[src/rtl/round_scoreboard_if.sv]
// Bundle of round-win pulses from the victory checker and the scoreboard's
// match status, score and display outputs.
interface round_scoreboard_if;
    logic       left_win;
    logic       right_win;
    logic       play_again;
    logic       match_over;
    logic       left_champ;
    logic       right_champ;
    logic [3:0] left_score;
    logic [3:0] right_score;
    logic [6:0] HEX_L;
    logic [6:0] HEX_R;

    modport master (
        output left_win, right_win,
        input  play_again, match_over, left_champ, right_champ,
        input  left_score, right_score, HEX_L, HEX_R
    );

    modport slave (
        input  left_win, right_win,
        output play_again, match_over, left_champ, right_champ,
        output left_score, right_score, HEX_L, HEX_R
    );
endinterface

[src/rtl/round_scoreboard.sv]
// Match-level scorekeeper for tug-of-war: counts round wins, holds each finished
// round before requesting a restart, and latches the match winner.
module round_scoreboard #(
    parameter int unsigned WINS_TO_MATCH = 5,
    parameter int unsigned HOLD_CYCLES   = 4
) (
    input logic             clk,
    input logic             reset,
    round_scoreboard_if.slave bus
);
    localparam int unsigned   CntW     = (HOLD_CYCLES > 1) ? $clog2(HOLD_CYCLES) : 1;
    localparam logic [3:0]    Target   = 4'(WINS_TO_MATCH);
    localparam logic [CntW-1:0] HoldLoad = CntW'(HOLD_CYCLES - 1);
    localparam logic [6:0]    Dash     = 7'b0111111;

    typedef enum logic [1:0] {StPlay, StHold, StDone} state_e;

    state_e          state_q, state_d;
    logic [3:0]      left_score_q, left_score_d;
    logic [3:0]      right_score_q, right_score_d;
    logic [CntW-1:0] hold_cnt_q, hold_cnt_d;
    logic            play_again_q, play_again_d;
    logic            left_champ_q, left_champ_d;
    logic            right_champ_q, right_champ_d;

    always_ff @(posedge clk) begin
        if (reset) begin
            state_q       <= StPlay;
            left_score_q  <= 4'd0;
            right_score_q <= 4'd0;
            hold_cnt_q    <= '0;
            play_again_q  <= 1'b0;
            left_champ_q  <= 1'b0;
            right_champ_q <= 1'b0;
        end else begin
            state_q       <= state_d;
            left_score_q  <= left_score_d;
            right_score_q <= right_score_d;
            hold_cnt_q    <= hold_cnt_d;
            play_again_q  <= play_again_d;
            left_champ_q  <= left_champ_d;
            right_champ_q <= right_champ_d;
        end
    end

    always_comb begin
        state_d       = state_q;
        left_score_d  = left_score_q;
        right_score_d = right_score_q;
        hold_cnt_d    = hold_cnt_q;
        play_again_d  = 1'b0;
        left_champ_d  = left_champ_q;
        right_champ_d = right_champ_q;
        unique case (state_q)
            StPlay: begin
                if (bus.left_win && bus.right_win) begin
                    // Tie round: no score change, still restart after the hold.
                    state_d    = StHold;
                    hold_cnt_d = HoldLoad;
                end else if (bus.left_win) begin
                    left_score_d = left_score_q + 4'd1;
                    if (left_score_d == Target) begin
                        state_d      = StDone;
                        left_champ_d = 1'b1;
                    end else begin
                        state_d    = StHold;
                        hold_cnt_d = HoldLoad;
                    end
                end else if (bus.right_win) begin
                    right_score_d = right_score_q + 4'd1;
                    if (right_score_d == Target) begin
                        state_d       = StDone;
                        right_champ_d = 1'b1;
                    end else begin
                        state_d    = StHold;
                        hold_cnt_d = HoldLoad;
                    end
                end
            end
            StHold: begin
                if (hold_cnt_q != '0) begin
                    hold_cnt_d = hold_cnt_q - 1'b1;
                end else begin
                    state_d      = StPlay;
                    play_again_d = 1'b1;
                end
            end
            StDone: ;
            default: state_d = StPlay;
        endcase
    end

    function automatic logic [6:0] seg7(input logic [3:0] v);
        case (v)
            4'd0:    seg7 = 7'b1000000;
            4'd1:    seg7 = 7'b1111001;
            4'd2:    seg7 = 7'b0100100;
            4'd3:    seg7 = 7'b0110000;
            4'd4:    seg7 = 7'b0011001;
            4'd5:    seg7 = 7'b0010010;
            4'd6:    seg7 = 7'b0000010;
            4'd7:    seg7 = 7'b1111000;
            4'd8:    seg7 = 7'b0000000;
            4'd9:    seg7 = 7'b0010000;
            default: seg7 = 7'b1111111;
        endcase
    endfunction

    assign bus.play_again  = play_again_q;
    assign bus.match_over  = (state_q == StDone);
    assign bus.left_champ  = left_champ_q;
    assign bus.right_champ = right_champ_q;
    assign bus.left_score  = left_score_q;
    assign bus.right_score = right_score_q;
    // Once the match is decided the loser's digit becomes a dash.
    assign bus.HEX_L = (state_q == StDone && right_champ_q) ? Dash : seg7(left_score_q);
    assign bus.HEX_R = (state_q == StDone && left_champ_q) ? Dash : seg7(right_score_q);
endmodule

[src/flat_wrapper.sv]
// flat-port wrapper written by rule: the top's interface ports become plain ports
module round_scoreboard_flat 
#(
    parameter int unsigned WINS_TO_MATCH = 5,
    parameter int unsigned HOLD_CYCLES   = 4
)
  (clk, reset, bus_left_win, bus_right_win, bus_play_again, bus_match_over, bus_left_champ, bus_right_champ, bus_left_score, bus_right_score, bus_HEX_L, bus_HEX_R);
  round_scoreboard_if bus_i ();
  input logic clk;
  input logic reset;
  input wire logic [$bits(bus_i.left_win)-1:0] bus_left_win;
  input wire logic [$bits(bus_i.right_win)-1:0] bus_right_win;
  output wire logic [$bits(bus_i.play_again)-1:0] bus_play_again;
  output wire logic [$bits(bus_i.match_over)-1:0] bus_match_over;
  output wire logic [$bits(bus_i.left_champ)-1:0] bus_left_champ;
  output wire logic [$bits(bus_i.right_champ)-1:0] bus_right_champ;
  output wire logic [$bits(bus_i.left_score)-1:0] bus_left_score;
  output wire logic [$bits(bus_i.right_score)-1:0] bus_right_score;
  output wire logic [$bits(bus_i.HEX_L)-1:0] bus_HEX_L;
  output wire logic [$bits(bus_i.HEX_R)-1:0] bus_HEX_R;
  assign bus_i.left_win = bus_left_win;
  assign bus_i.right_win = bus_right_win;
  assign bus_play_again = bus_i.play_again;
  assign bus_match_over = bus_i.match_over;
  assign bus_left_champ = bus_i.left_champ;
  assign bus_right_champ = bus_i.right_champ;
  assign bus_left_score = bus_i.left_score;
  assign bus_right_score = bus_i.right_score;
  assign bus_HEX_L = bus_i.HEX_L;
  assign bus_HEX_R = bus_i.HEX_R;
  round_scoreboard #(.WINS_TO_MATCH(WINS_TO_MATCH), .HOLD_CYCLES(HOLD_CYCLES)) u_core (.clk(clk), .reset(reset), .bus(bus_i));
endmodule
[config.mk]
export PLATFORM = sky130hd
export DESIGN_NAME = round_scoreboard_flat
export DESIGN_NICKNAME = d
export VERILOG_FILES = /design/src/rtl/round_scoreboard_if.sv /design/src/rtl/round_scoreboard.sv /design/src/flat_wrapper.sv
export SDC_FILE = /design/constraint.sdc
export NUM_CORES = 1
export LEC_CHECK = 0
export BUFFER_PORTS_ARGS = -buffer_cell sky130_fd_sc_hd__buf_2
export CAP_MARGIN = 40
export CORE_ASPECT_RATIO = 0.6
export CORE_MARGIN = 2
export CORE_UTILIZATION = 49
export DETAILED_ROUTE_END_ITERATION = 8
export GPL_ROUTABILITY_DRIVEN = 0
export HOLD_SLACK_MARGIN = 0.15
export MAX_ROUTING_LAYER = met4
export PLACE_DENSITY = 0.75
export SYNTH_ARGS = -nofsm -noshare
export SYNTH_HDL_FRONTEND = slang
export SYNTH_SLANG_ARGS = --single-unit
[constraint.sdc]
create_clock -name clk -period 2.2 [get_ports clk]
set_input_delay 0.55 -clock clk [delete_from_list [all_inputs] [get_ports clk]]
set_output_delay 0.55 -clock clk [all_outputs]
set_load 0.005 [all_outputs]
==> After elaboration in Yosys (flattened, before gate mapping) <==
Memory sizes are Yosys's and may differ from the RTL's. A register that Yosys moved wholly into a read port is not among the register bits.
Cells that the tools add are included.
{ "totals": {"ff_bits": 15, "mem_bits_ro": 224, "input_bits": 4, "n_memories": 2} }
{ "mem_list": {"columns": ["name", "depth", "width", "read_ports", "rd_clocked_by_memory_dff", "wr", "line", "rtl"], "rows": [
  ["(no name shown)", 16, 7, 1, 1, 0, "round_scoreboard.sv:94", "case (v)"],
  ["(no name shown)", 16, 7, 1, 1, 0, "round_scoreboard.sv:94", null]
]} }
{ "classes": {"add_sub_neg": 3, "eq_ne": 9, "muxes": 21, "n_bitwise": 4, "reduce_logical": 13} }
{ "ops": {"columns": ["op", "count"], "rows": [
  ["two-way mux 2 bit", 12],
  ["two-way mux 4 bit", 4],
  ["two-way mux 7 bit", 2],
  ["inequality test 4 x 3 -> 1 bit, second input constant", 3],
  ["AND reduction 5 bit", 2],
  ["adder 4 x 1 -> 4 bit, second input constant", 2],
  ["== test 4 x 3 -> 1 bit, second input constant", 2],
  ["AND reduction 4 bit", 2],
  ["case mux 2 bit (3 select lines)", 1],
  ["AND reduction 3 bit", 2],
  ["inverter 1 bit", 4],
  ["case mux 2 bit (2 select lines)", 1],
  ["nonzero test 2 bit", 2],
  ["logical AND 1 bit", 3],
  ["== test 2 x 1 -> 1 bit, second input constant", 1],
  ["== test 2 bit, second input constant", 1],
  ["zero test 2 bit", 1],
  ["inequality test 2 x 1 -> 1 bit, second input constant", 1],
  ["inequality test 2 bit, second input constant", 1],
  ["OR reduction 2 bit", 1],
  ["subtractor 2 x 1 -> 2 bit, second input constant", 1],
  ["two-way mux 1 bit", 1]
]} }

==> Longest topological paths before layout <==
{ "depth": {"depth_word": 7, "ltp_mapped": 9} }

==> Least setup slack after synthesis <==
No wires, ideal clock.
{ "synth_timing": {"path_kind": "in2reg", "startpoint": "in bus_right_win", "endpoint": "reg with a tool-made name", "arrival_ps": 2096, "setup_slack_ps": -16, "stages": 6, "path_cell_list": "or4b_4 > or3_1 > a21o_1 > buf_6 > and3_1 > a211o_1"} }
{ "synth_lines": {"columns": ["element", "line", "rtl"], "rows": [
  ["start: declaration", "flat_wrapper.sv:12", "input wire logic [$bits(bus_i.right_win)-1:0] bus_right_win;"]
]} }

==> Worst setup path after layout <==
{ "layout_timing": {"startpoint": "reg u_core.state_q[0]", "endpoint": "out bus_HEX_R[6]"} }
{ "layout_via": {"elab_chain_len": 3} }
{ "layout_lines": {"columns": ["element", "line", "rtl"], "rows": [
  ["start: declaration", "round_scoreboard.sv:18", "state_e state_q, state_d;"],
  ["start signal: assignment", "round_scoreboard.sv:28", "state_q <= StPlay;"],
  ["start signal: assignment", "round_scoreboard.sv:36", "state_q <= state_d;"],
  ["== test 2 bit", "round_scoreboard.sv:117", "assign bus.HEX_R = (state_q == StDone && left_champ_q) ? Dash : seg7(right_score_q);"],
  ["logical AND 1 bit", "round_scoreboard.sv:117", null],
  ["two-way mux 7 bit", "round_scoreboard.sv:117", null],
  ["end: declaration", "flat_wrapper.sv:20", "output wire logic [$bits(bus_i.HEX_R)-1:0] bus_HEX_R;"]
]} }
Every way passes these cells.

==> metrics.md <==
| Metric | Value |
|---|---|
| Asr flop ratio synth | 0 |
| Critical path's largest stage delay | between 300 and 400 ps |
| First-pass GRT wire length | between 6 and 7 mm |
| Drt first pass iters | 4 |
| Vias in the first global route | 1309 |
| Crit path max-delay cell type | dfxtp_1 |
| Fin Clk Skew | about 5 ps |
| Crit path max-delay family | simple AND/OR/NAND/NOR gates |
| Post-Place Worst Slack | -166 ps |
| CP max FO | 7 |
| # port buffers | 29 |
| Most common cell in the netlist | dfxtp_1 |
| Via density | 5.00 |
| Crit path arrival time | 1540 ps |
| Switch Pwr | about 300 uW |
| Top-area cell type share of the netlist area | 0.350 |
| Req. time, crit path | approximately 1700 ps |
| Post-route insts no fill | about 290 |
| Clock buffer depth | 2 |
| Critical Path Start Type | flop |
| Die width | between 70 and 80 um |
| Final hold vios | 0 |
| Initial core utilization | 0.511 |
| Hold Buf Count CTS | 0 |
| Fin Setup TNS | 0 ps |
| Tmin final | 2090 ps |
| DIE HEIGHT | around 49 um |
| Routed wire length | between 3 and 4 mm |
| Post-route DRC violation count | 0 |
| Status | completed |
| Sw Ratio | 0.262 |
| Top post-synthesis cells by area | dfxtp_1, ha_1, nand2b_1 |
| Max IR drop VDD | 0.000322 V |
| Slew Viols, Final | 0 |
| CP bufs+invs | 2 |
| Clock root buffer | clkbuf_8 |
| Peak Freq | about 480 MHz |
| Area grow syn2layout | 24.4% |
| Clock Latency Late Sink | approximately 280 ps |
| Most area-hungry cell type in the Yosys netlist | dfxtp_1 |
| Antenna Nets Post-Route | 0 |
| Resized Gates After CTS | 0 |
| Yosys warning total | 0 |
| CTS sink count | 29 |
| Clock transition at path regs | about 60 ps |
| Ports | 30 |
| Post-Syn Area per Cell | between 8 and 9 um2 |
| Clk pwr share | 0.367 |
| Number of fill cells in the layout | between 200 and 300 |
| Worst setup EP type | output pin |
| Layout cells sized above 1 | 0.296 |
| Detailed-placement wirelength estimate | between 2 and 3 mm |
| Number of flops mapped to enable cells by yosys | 0 |
| Core area | roughly 0.0032 mm2 |
| Fin crit share | 0.948 |
| Mapped Area | ~0.0017 mm2 |
| WS Path Type | flop to output pin |
| Hold WC Path Type | flop to flop |
| TritonCTS clock tree | built |
| Initial antenna violation count | 0 |
| Synth cell types | 45 |
| GR Overflow Total | 0 |
| Synth cell count leaders | dfxtp_1, inv_1, ha_1 |
| Final WS setup | 114 ps |
| CTS buffer count | 5 |
| Post-CTS setup repair buffer count | 0 |
| Combinational power share | 0.145 |
| Die area | around 0.0039 mm2 |
| Largest net degree at the start of global routing | 16 |
| Cells after DPL | 277 |
| Final net count | 258 |
| Diode count | 0 |
| Max cap viols | 0 |
| Final Setup Violations | 0 |
| H-tree Lvls | 2 |
| Slew margin rel. | 0.741 |
| RSZ-0062 raised after global routing | yes |
| Seq cells post-synth | 29 |
| Syn Nets | 208 |
| Flop pwr share | 0.488 |
| Worst slew pin tran | slightly below 400 ps |
| Avg WL per Cell | 12.0 um |
| Int Pwr | 857 uW |
| Pleak | a little over 0.001 uW |
| CP Cell Sequence | buf_4 > nor2b_1 > nand2_1 > and2_1 > buf_2 |
| Most used DFF post-synth | dfxtp_1 |
| GRT Resource Usage Total | 0.206 |
| Via Count | about 1400 |
| DRT iter0 DRCs | ~70 |
| Sequential-to-total area share from yosys stat | 0.350 |
| P per Cell Area | 563 mW/mm2 |
| PnR Total Power | approximately 1200 uW |
| Syn Inst Count | between 150 and 200 |
| Rows | 16 |
-- path summary, 6_finish.rpt --
kind | cells past startpoint | slack, ps | endpoint | startpoint
max | 5 | 110 | bus_HEX_R[6] | u_core.state_q[0]
min | 1 | 460 | u_core.hold_cnt_q[0] | u_core.hold_cnt_q[0]
max reg2reg | 5 | 130 | flop | u_core.state_q[1]
min reg2reg | 1 | 460 | u_core.hold_cnt_q[0] | u_core.hold_cnt_q[0]
-- per-stage QoR --
stage	hold slack (ps)	area, um2	utilization
3_3_place_gp	450	1970	0.607
3_5_place_dp	455	1970	0.607
6_report	462	2060	0.636
4_1_cts	471	2050	0.633
2_1_floorplan	440	1660	-
5_1_grt	479	2060	0.636
-- routing by layer --
| layer | wire length, um | track usage | vias to the layer above | part of all wire |
|---|---|---|---|---|
| met5 | 0 | - | - | 0 |
| met4 | 27 | 0.0517 | 0 | 0.0079 |
| met3 | 196 | 0.0889 | 5 | 0.057 |
| met2 | 1480 | 0.290 | 29 | 0.43 |
| met1 | 1720 | 0.271 | 644 | 0.50 |
| li1 | - | - | 747 | - |
-- power by group through the flow --
| stage | registers (uW) | logic (uW) | clock network (uW) |
|---|---|---|---|
| after CTS | 567 | 168 | 442 |
| final | 567 | 168 | 426 |
| after detailed placement | 578 | 166 | 0 |
| after floorplan | 573 | 107 | 0 |
| after global routing | 570 | 191 | 471 |
| after global placement | 578 | 162 | 0 |
-- cell usage in the layout (no fill, tap or decap), types with 4 or more instances in the layout --
cell       n
dfxtp_1   29
buf_2     29
buf_4     22
inv_1     17
ha_1      15
a21oi_1   13
nand2_1   12
nand2b_1  12
nor2_1    11
nor3_1     6
clkbuf_8   5
nor4b_1    4
a21oi_2    4
a21o_1     4
a31oi_1    4
mux2i_1    4
-- area by class of cell --
type | count | area, um2 | area share
repair buffers | 51 | 310 | 0.150
clock inverters | 3 | 17.5 | 0.00850
flip-flops and latches | 29 | 581 | 0.282
well taps | 45 | 56.3 | 0.0273
inverters | 18 | 67.6 | 0.0328
clock buffers | 5 | 68.8 | 0.0334
multi-input cells | 134 | 961 | 0.466
-- cells by family (layout without fill, tap and decap cells) --
kind of cell	Yosys count	count (layout)	synth area share
simple gates	68	68	0.243
xor+xnor	3	3	0.0159
buf+inv	26	77	0.0747
mux	6	6	0.0370
flops	29	29	0.350
fa+ha+maj	15	15	0.113
compound gates	42	42	0.166
-- worst reg2reg max path, cell delays in order (launching register included) --
cell and delay [ps]:
dfxtp_1 350, or4b_4 580, or3_1 320, a21o_1 240, and3_1 190, a211o_1 280
Note: power is estimated with default switching activity, not from simulation.
